==> src/rtl/fetch_stage_if.sv <==
// Fetch-stage boundary: hazard/redirect controls coming in, fetch address,
// IF/ID control and performance counters going out.
interface fetch_stage_if #(
  parameter int DATA_WIDTH = 32
);
  logic                  StallF;
  logic                  PCSrcE;
  logic [DATA_WIDTH-1:0] PCTargetE;
  logic                  HaltD;
  logic [DATA_WIDTH-1:0] PCF;
  logic [DATA_WIDTH-1:0] PC_PlusF;
  logic                  FlushD;
  logic                  ValidF;
  logic                  Halted;
  logic [DATA_WIDTH-1:0] FetchCount;
  logic [DATA_WIDTH-1:0] RedirectCount;

  // The fetch stage itself.
  modport master (
    input  StallF, PCSrcE, PCTargetE, HaltD,
    output PCF, PC_PlusF, FlushD, ValidF, Halted, FetchCount, RedirectCount
  );

  // The pipeline around it (hazard unit, execute, IF/ID register, perf bench).
  modport slave (
    output StallF, PCSrcE, PCTargetE, HaltD,
    input  PCF, PC_PlusF, FlushD, ValidF, Halted, FetchCount, RedirectCount
  );
endinterface

==> src/rtl/fetch_stage.sv <==
// Program-counter owner for the fetch stage: boot delay, stall hold,
// execute redirect, terminal halt, plus fetch/redirect counters.
module fetch_stage #(
  parameter int                    DATA_WIDTH   = 32,
  parameter logic [DATA_WIDTH-1:0] RESET_VECTOR = 32'hBFC00000,
  parameter int                    BOOT_CYCLES  = 2
) (
  input  logic          clk,
  input  logic          rst,
  fetch_stage_if.master fif
);

  typedef enum logic [1:0] {
    BOOT   = 2'd0,
    RUN    = 2'd1,
    HALTED = 2'd2
  } state_t;

  localparam logic [3:0]            BOOT_INIT = 4'(BOOT_CYCLES - 1);
  localparam logic [DATA_WIDTH-1:0] PC_STEP   = DATA_WIDTH'(4);
  localparam logic [DATA_WIDTH-1:0] CNT_ONE   = DATA_WIDTH'(1);

  state_t                state_q, state_d;
  logic [3:0]            boot_cnt_q, boot_cnt_d;
  logic [DATA_WIDTH-1:0] pc_q, pc_d;
  logic [DATA_WIDTH-1:0] fetch_cnt_q, fetch_cnt_d;
  logic [DATA_WIDTH-1:0] redirect_cnt_q, redirect_cnt_d;

  // NOTE: sequential state uses non-blocking assignments so every register
  // samples the pre-edge values computed by the combinational processes.
  always_ff @(posedge clk) begin
    if (rst) begin
      state_q        <= BOOT;
      boot_cnt_q     <= BOOT_INIT;
      pc_q           <= RESET_VECTOR;
      fetch_cnt_q    <= '0;
      redirect_cnt_q <= '0;
    end else begin
      state_q        <= state_d;
      boot_cnt_q     <= boot_cnt_d;
      pc_q           <= pc_d;
      fetch_cnt_q    <= fetch_cnt_d;
      redirect_cnt_q <= redirect_cnt_d;
    end
  end

  always_comb begin
    // NOTE: every variable gets a hold default first so no path leaves one
    // unassigned, which would otherwise infer a latch.
    state_d        = state_q;
    boot_cnt_d     = boot_cnt_q;
    pc_d           = pc_q;
    fetch_cnt_d    = fetch_cnt_q;
    redirect_cnt_d = redirect_cnt_q;

    unique case (state_q)
      BOOT: begin
        if (boot_cnt_q == 4'd0) state_d = RUN;
        else                    boot_cnt_d = boot_cnt_q - 4'd1;
      end
      RUN: begin
        // Redirect beats stall and halt: anything younger is wrong-path.
        if (fif.PCSrcE) begin
          pc_d           = fif.PCTargetE;
          redirect_cnt_d = redirect_cnt_q + CNT_ONE;
        end else if (fif.StallF) begin
          pc_d = pc_q;
        end else if (fif.HaltD) begin
          state_d = HALTED;
        end else begin
          pc_d        = pc_q + PC_STEP;
          fetch_cnt_d = fetch_cnt_q + CNT_ONE;
        end
      end
      HALTED: state_d = HALTED;
      default: state_d = BOOT;
    endcase
  end

  always_comb begin
    fif.PCF           = pc_q;
    fif.PC_PlusF      = pc_q + PC_STEP;
    fif.FetchCount    = fetch_cnt_q;
    fif.RedirectCount = redirect_cnt_q;
    fif.ValidF        = 1'b0;
    fif.FlushD        = 1'b1;
    fif.Halted        = 1'b0;

    unique case (state_q)
      RUN: begin
        fif.ValidF = 1'b1;
        // Same-cycle flush lets IF/ID drop the wrong-path word on the
        // edge that loads the redirect target or enters halt.
        fif.FlushD = fif.PCSrcE | (~fif.StallF & fif.HaltD);
      end
      HALTED:  fif.Halted = 1'b1;
      default: ;
    endcase
  end

endmodule

==> src/flat_wrapper.sv <==
// flat-port wrapper written by rule: the top's interface ports become plain ports
module fetch_stage_flat 
#(
  parameter int                    DATA_WIDTH   = 32,
  parameter logic [DATA_WIDTH-1:0] RESET_VECTOR = 32'hBFC00000,
  parameter int                    BOOT_CYCLES  = 2
)
  (clk, rst, fif_StallF, fif_PCSrcE, fif_PCTargetE, fif_HaltD, fif_PCF, fif_PC_PlusF, fif_FlushD, fif_ValidF, fif_Halted, fif_FetchCount, fif_RedirectCount);
  fetch_stage_if #(.DATA_WIDTH(DATA_WIDTH)) fif_i ();
  input  logic clk;
  input  logic rst;
  input wire logic [$bits(fif_i.StallF)-1:0] fif_StallF;
  input wire logic [$bits(fif_i.PCSrcE)-1:0] fif_PCSrcE;
  input wire logic [$bits(fif_i.PCTargetE)-1:0] fif_PCTargetE;
  input wire logic [$bits(fif_i.HaltD)-1:0] fif_HaltD;
  output wire logic [$bits(fif_i.PCF)-1:0] fif_PCF;
  output wire logic [$bits(fif_i.PC_PlusF)-1:0] fif_PC_PlusF;
  output wire logic [$bits(fif_i.FlushD)-1:0] fif_FlushD;
  output wire logic [$bits(fif_i.ValidF)-1:0] fif_ValidF;
  output wire logic [$bits(fif_i.Halted)-1:0] fif_Halted;
  output wire logic [$bits(fif_i.FetchCount)-1:0] fif_FetchCount;
  output wire logic [$bits(fif_i.RedirectCount)-1:0] fif_RedirectCount;
  assign fif_i.StallF = fif_StallF;
  assign fif_i.PCSrcE = fif_PCSrcE;
  assign fif_i.PCTargetE = fif_PCTargetE;
  assign fif_i.HaltD = fif_HaltD;
  assign fif_PCF = fif_i.PCF;
  assign fif_PC_PlusF = fif_i.PC_PlusF;
  assign fif_FlushD = fif_i.FlushD;
  assign fif_ValidF = fif_i.ValidF;
  assign fif_Halted = fif_i.Halted;
  assign fif_FetchCount = fif_i.FetchCount;
  assign fif_RedirectCount = fif_i.RedirectCount;
  fetch_stage #(.DATA_WIDTH(DATA_WIDTH), .RESET_VECTOR(RESET_VECTOR), .BOOT_CYCLES(BOOT_CYCLES)) u_core (.clk(clk), .rst(rst), .fif(fif_i));
endmodule
==> config.mk <==
export PLATFORM = sky130hd
export DESIGN_NAME = fetch_stage_flat
export DESIGN_NICKNAME = d
export VERILOG_FILES = /design/src/rtl/fetch_stage_if.sv /design/src/rtl/fetch_stage.sv /design/src/flat_wrapper.sv
export SDC_FILE = /design/constraint.sdc
export NUM_CORES = 1
export LEC_CHECK = 0
export ABC_AREA = 1
export BUFFER_PORTS_ARGS = -buffer_cell sky130_fd_sc_hd__buf_4
export CORE_ASPECT_RATIO = 1.4
export CORE_UTILIZATION = 43
export DETAILED_ROUTE_END_ITERATION = 12
export GPL_TIMING_DRIVEN = 0
export MAX_ROUTING_LAYER = met4
export PLACE_DENSITY = 0.67
export SYNTH_ARGS = -nofsm -noshare
export SYNTH_HDL_FRONTEND = slang
export SYNTH_SLANG_ARGS = --single-unit
==> constraint.sdc <==
create_clock -name clk -period 1.99 [get_ports clk]
set_input_delay 0.398 -clock clk [delete_from_list [all_inputs] [get_ports clk]]
set_output_delay 0.398 -clock clk [all_outputs]
set_load 0.02 [all_outputs]
==> flow_metrics.env <==
export IMPL_status="finished, violations left"
export IMPL_violations="setup timing"
export IMPL_synth_seq_cells=102
export IMPL_period_share_pct=112.0
export IMPL_worst_r2r_path_depth=15
export IMPL_syn_to_final_growth_pct=46.17
export IMPL_finalHoldViolations=0
export IMPL_worst_pin_slew_ps=728.8
export IMPL_r2r_slack_ps=-160
export IMPL_cts_sinks=102
export IMPL_p_int_mw=4.127
export IMPL_crit_buf_inv=3
export IMPL_cp_slowest_stage_delay_ps=380
export IMPL_finalMaxSlewViolations=0
export IMPL_fin_worst_skew_ps=8.481
export IMPL_rows=52
export IMPL_required_ps=1590
export IMPL_synth_area_per_cell_um2=5.846
export IMPL_crit_end="fif_PC_PlusF[19]"
export IMPL_crit_slowest_cell="dfxtp_4"
export IMPL_powerDensity_nw_per_um2=709.0
export IMPL_antenna_found_initial=0
export IMPL_grt_pass1_wl_mm=36.30
export IMPL_dr_total_vias=8119
export IMPL_switchingPower_mw=2.580
export IMPL_cp_start_kind="flop"
export IMPL_clock_latency_ps=360
export IMPL_nNetsFinal=1388
export IMPL_crit_chain="buf_6 > clkinvlp_4 > nor2_4 > nand3b_1 > nor2_1 > nand2_1 > nand2_2 > buf_6"
export IMPL_r2r_end="u_core.fif.PCF[25]$_SDFFE_PP1P_"
export IMPL_start_util_pct=44.40
export IMPL_post_place_ws_ps=-116.0
export IMPL_synth_sequential_area_ratio_pct=31.55
export IMPL_synthCells=1107
export IMPL_synth_cell_type_count=34
export IMPL_routed_wl_mm=24.70
export IMPL_ios=168
export IMPL_gr_total_overflow=0
export IMPL_cts_made_buffers=9
export IMPL_die_area_um2=15550
export IMPL_portBuffers=167
export IMPL_relSlewSlack_pct=51.09
export IMPL_cp_arrival_ps=1830
export IMPL_drc=0
export IMPL_die_x_um=105.7
export IMPL_fp_dieH_um=147.2
export IMPL_swShare_pct=38.47
export IMPL_grt_usage_pct=30.39
export IMPL_first_pass_iters=5
export IMPL_drt_vias_per_instance=5.282
export IMPL_timing_fmax_mhz=448.7
export IMPL_maxCapViolCount=0
export IMPL_core_um2=14570
export IMPL_crit_family="simple AND/OR/NAND/NOR gates"
export IMPL_p_comb_share_pct=37.3
export IMPL_place_area_um2=7964
export IMPL_holdWs_ps=288.4
export IMPL_crit_top_cell="buf_6"
export IMPL_r2r_start="u_core.fif.PCF[2]$_SDFFE_PP0P_"
export IMPL_p_leak_nw=3.963
export IMPL_ant_nets=0
export IMPL_seq_power_share_pct=36.7
export IMPL_wl_per_cell_um=16.07
export IMPL_h_tree_depth=3
export IMPL_fin_area_um2=9459
export IMPL_crit_type="flop to output pin"
export IMPL_ir_drop_uv=477.8
export IMPL_synthesis_area_um2=6471
export IMPL_critPathMaxFanout=4
export IMPL_period_needed_ps=2229
export IMPL_hpwlAfterDp_mm=16.97
export IMPL_fin_ws_ps=-238.7
export IMPL_grt_pass1_vias=7517
export IMPL_cts_buffer_depth=2
export IMPL_synth_fp_nets=1152
export IMPL_cp_startpoint="u_core.fif.PCF[2]$_SDFFE_PP0P_"
export IMPL_grt_max_degree=19
export IMPL_setup_viol=26
export IMPL_gp_congestion=0.9317
export IMPL_endpoint_kind="output pin"
export IMPL_drive_above_1_share_pct=30.12
export IMPL_yosys_warnings=0
export IMPL_diodes=0
export IMPL_rsz0062_at_grt="yes"
export IMPL_cts_root_buf="clkbuf_16"
export IMPL_cts_tree="done"
export IMPL_clock_power_share_pct=26.0
export IMPL_drt_iter0_drc=539
export IMPL_worst_hold_path_type="input port to flop"
export IMPL_path_clk_slew_ps=80
export IMPL_crit_cells=8
power by group through the flow:
| stage | clock network [mW] | logic [mW] | registers (mW) |
|---|---|---|---|
| 3_3_place_gp | 0 | 1.94 | 2.46 |
| 5_1_grt | 1.85 | 2.69 | 2.48 |
| 4_1_cts | 1.76 | 2.25 | 2.42 |
| 2_1_floorplan | 0 | 1.08 | 2.55 |
| 6_report | 1.74 | 2.50 | 2.46 |
| 3_5_place_dp | 0 | 1.95 | 2.46 |
layer usage:
metal  part of all wire, %  GRT usage [%]
met1                    38          31.58
met2                    51          54.84
met3                   4.8          3.017
met4                   6.2          18.26
met5                     0              -
cells by family (layout without fill, tap and decap cells):
family	count (synthesis)	in the layout	share of synthesized area (%)
adders and majority gates	8	8	1.547
and+or+nand+nor	714	714	46.00
AOI/OAI and AO/OA	143	143	11.39
buffers and inverters	124	365	7.347
DFF	102	102	31.55
xor gates and xnor gates	16	16	2.165
placed cells by master, fill, tap and decap left out, types with 5 or more instances in the layout:
cell type,netlist,routed
a21oi_1,77,76
a31oi_1,5,5
buf_4,2,205
buf_6,0,21
clkbuf_1,24,23
clkbuf_16,0,9
dfxtp_1,102,73
dfxtp_4,0,25
ha_1,8,5
inv_1,86,77
inv_2,7,14
nand2_1,386,343
nand2_2,3,33
nand2_4,0,13
nand3_1,46,42
nand3b_1,27,27
nand4_1,8,8
nor2_1,215,182
nor2_2,7,15
nor2_4,5,30
nor3_1,8,5
o21ai_0,39,33
o21ai_1,16,18
xor2_1,11,7
final cells by class:
cell class,count,area (µm²)
Buffer,29,128.9
Clock buffer,9,225.2
Clock inverter,7,56.30
Fill cell,1374,5115
Inverter,95,364.1
Multi-Input combinational cell,881,4527
Sequential cell,102,2141
Tap cell,189,236.5
Timing Repair Buffer,225,1780
synth_stat cells:
cell,n,area [µm²]
nor3_1,8,40.04
nand2_2,3,18.77
xor2_1,11,96.34
xnor2_1,5,43.79
nor3b_1,3,22.52
a21oi_1,77,385.4
clkbuf_1,24,90.09
o21ai_1,16,80.08
or2_1,1,6.260
buf_2,1,5.000
clkinv_1,1,3.750
and3_1,1,6.260
and2_0,1,6.260
nand3_4,1,17.52
inv_1,86,322.8
nor2_2,7,43.79
nor2_4,5,56.30
buf_1,2,7.510
nand2_1,386,1449
nand3_1,46,230.2
nand4_1,8,50.05
dfxtp_1,102,2042
ha_1,8,100.1
nor3_2,1,10.01
o21ai_0,39,195.2
nand3b_1,27,202.7
o21bai_1,2,15.01
o21a_1,4,30.03
clkinv_2,1,5.000
buf_4,2,15.01
nor2_1,215,807.0
a31oi_1,5,31.28
nand3_2,1,10.01
inv_2,7,26.28
how the worst min path moves through the flow:
stage | from | end | slack [ps] | cells past startpoint
3_5_place_dp | u_core.boot_cnt_q[0]$_SDFFE_PP1P_ | u_core.boot_cnt_q[0]$_SDFFE_PP1P_ | 450 | 2
3_3_place_gp | u_core.boot_cnt_q[0]$_SDFFE_PP1P_ | u_core.boot_cnt_q[0]$_SDFFE_PP1P_ | 440 | 2
5_1_grt | fif_PCTargetE[0] | u_core.fif.PCF[0]$_SDFFE_PP0P_ | 290 | 3
4_1_cts | fif_PCTargetE[1] | u_core.fif.PCF[1]$_SDFFE_PP0P_ | 290 | 3
6_report | fif_PCTargetE[1] | u_core.fif.PCF[1]$_SDFFE_PP0P_ | 290 | 3
2_1_floorplan | u_core.boot_cnt_q[0]$_SDFFE_PP1P_ | u_core.boot_cnt_q[0]$_SDFFE_PP1P_ | 430 | 2
worst register-to-register path, delay by kind of cell, from the launching register on:
family / cells / cell delay, ps
flops: 1 / 380
compound gates: 1 / 190
simple gates: 5 / 570
buf+inv: 9 / 900
flip-flops by register name, indices dropped and copies added, names as in the netlist:
| name | count |
|---|---|
| u_core.boot_cnt_q | 4 |
| u_core.fif.FetchCount | 32 |
| u_core.fif.PCF | 32 |
| u_core.fif.RedirectCount | 32 |
| u_core.state_q | 2 |
what timing repair did:
| action | in CTS | in global routing |
|---|---|---|
| buffers inserted | 40 | 19 |
| pin swaps | 33 | 43 |
| hold buffers | 0 | 0 |
| endpoints found under the setup margin | 30 | 52 |
| gates cloned | 0 | 0 |
| gates resized for setup | 156 | 83 |
stage by stage:
stage	util, %	setup TNS [ps]	cells	power (mW)
global placement	54.64	-249.8	1463	4.394
detailed placement	54.64	-281.0	1463	4.406
global route	64.90	-4595	1537	7.027
CTS	61.78	-1334	1519	6.442
finish	64.90	-3069	1537	6.707
floorplan	-	0	1107	3.627
No activity file was read; power rests on OpenSTA's default activity.
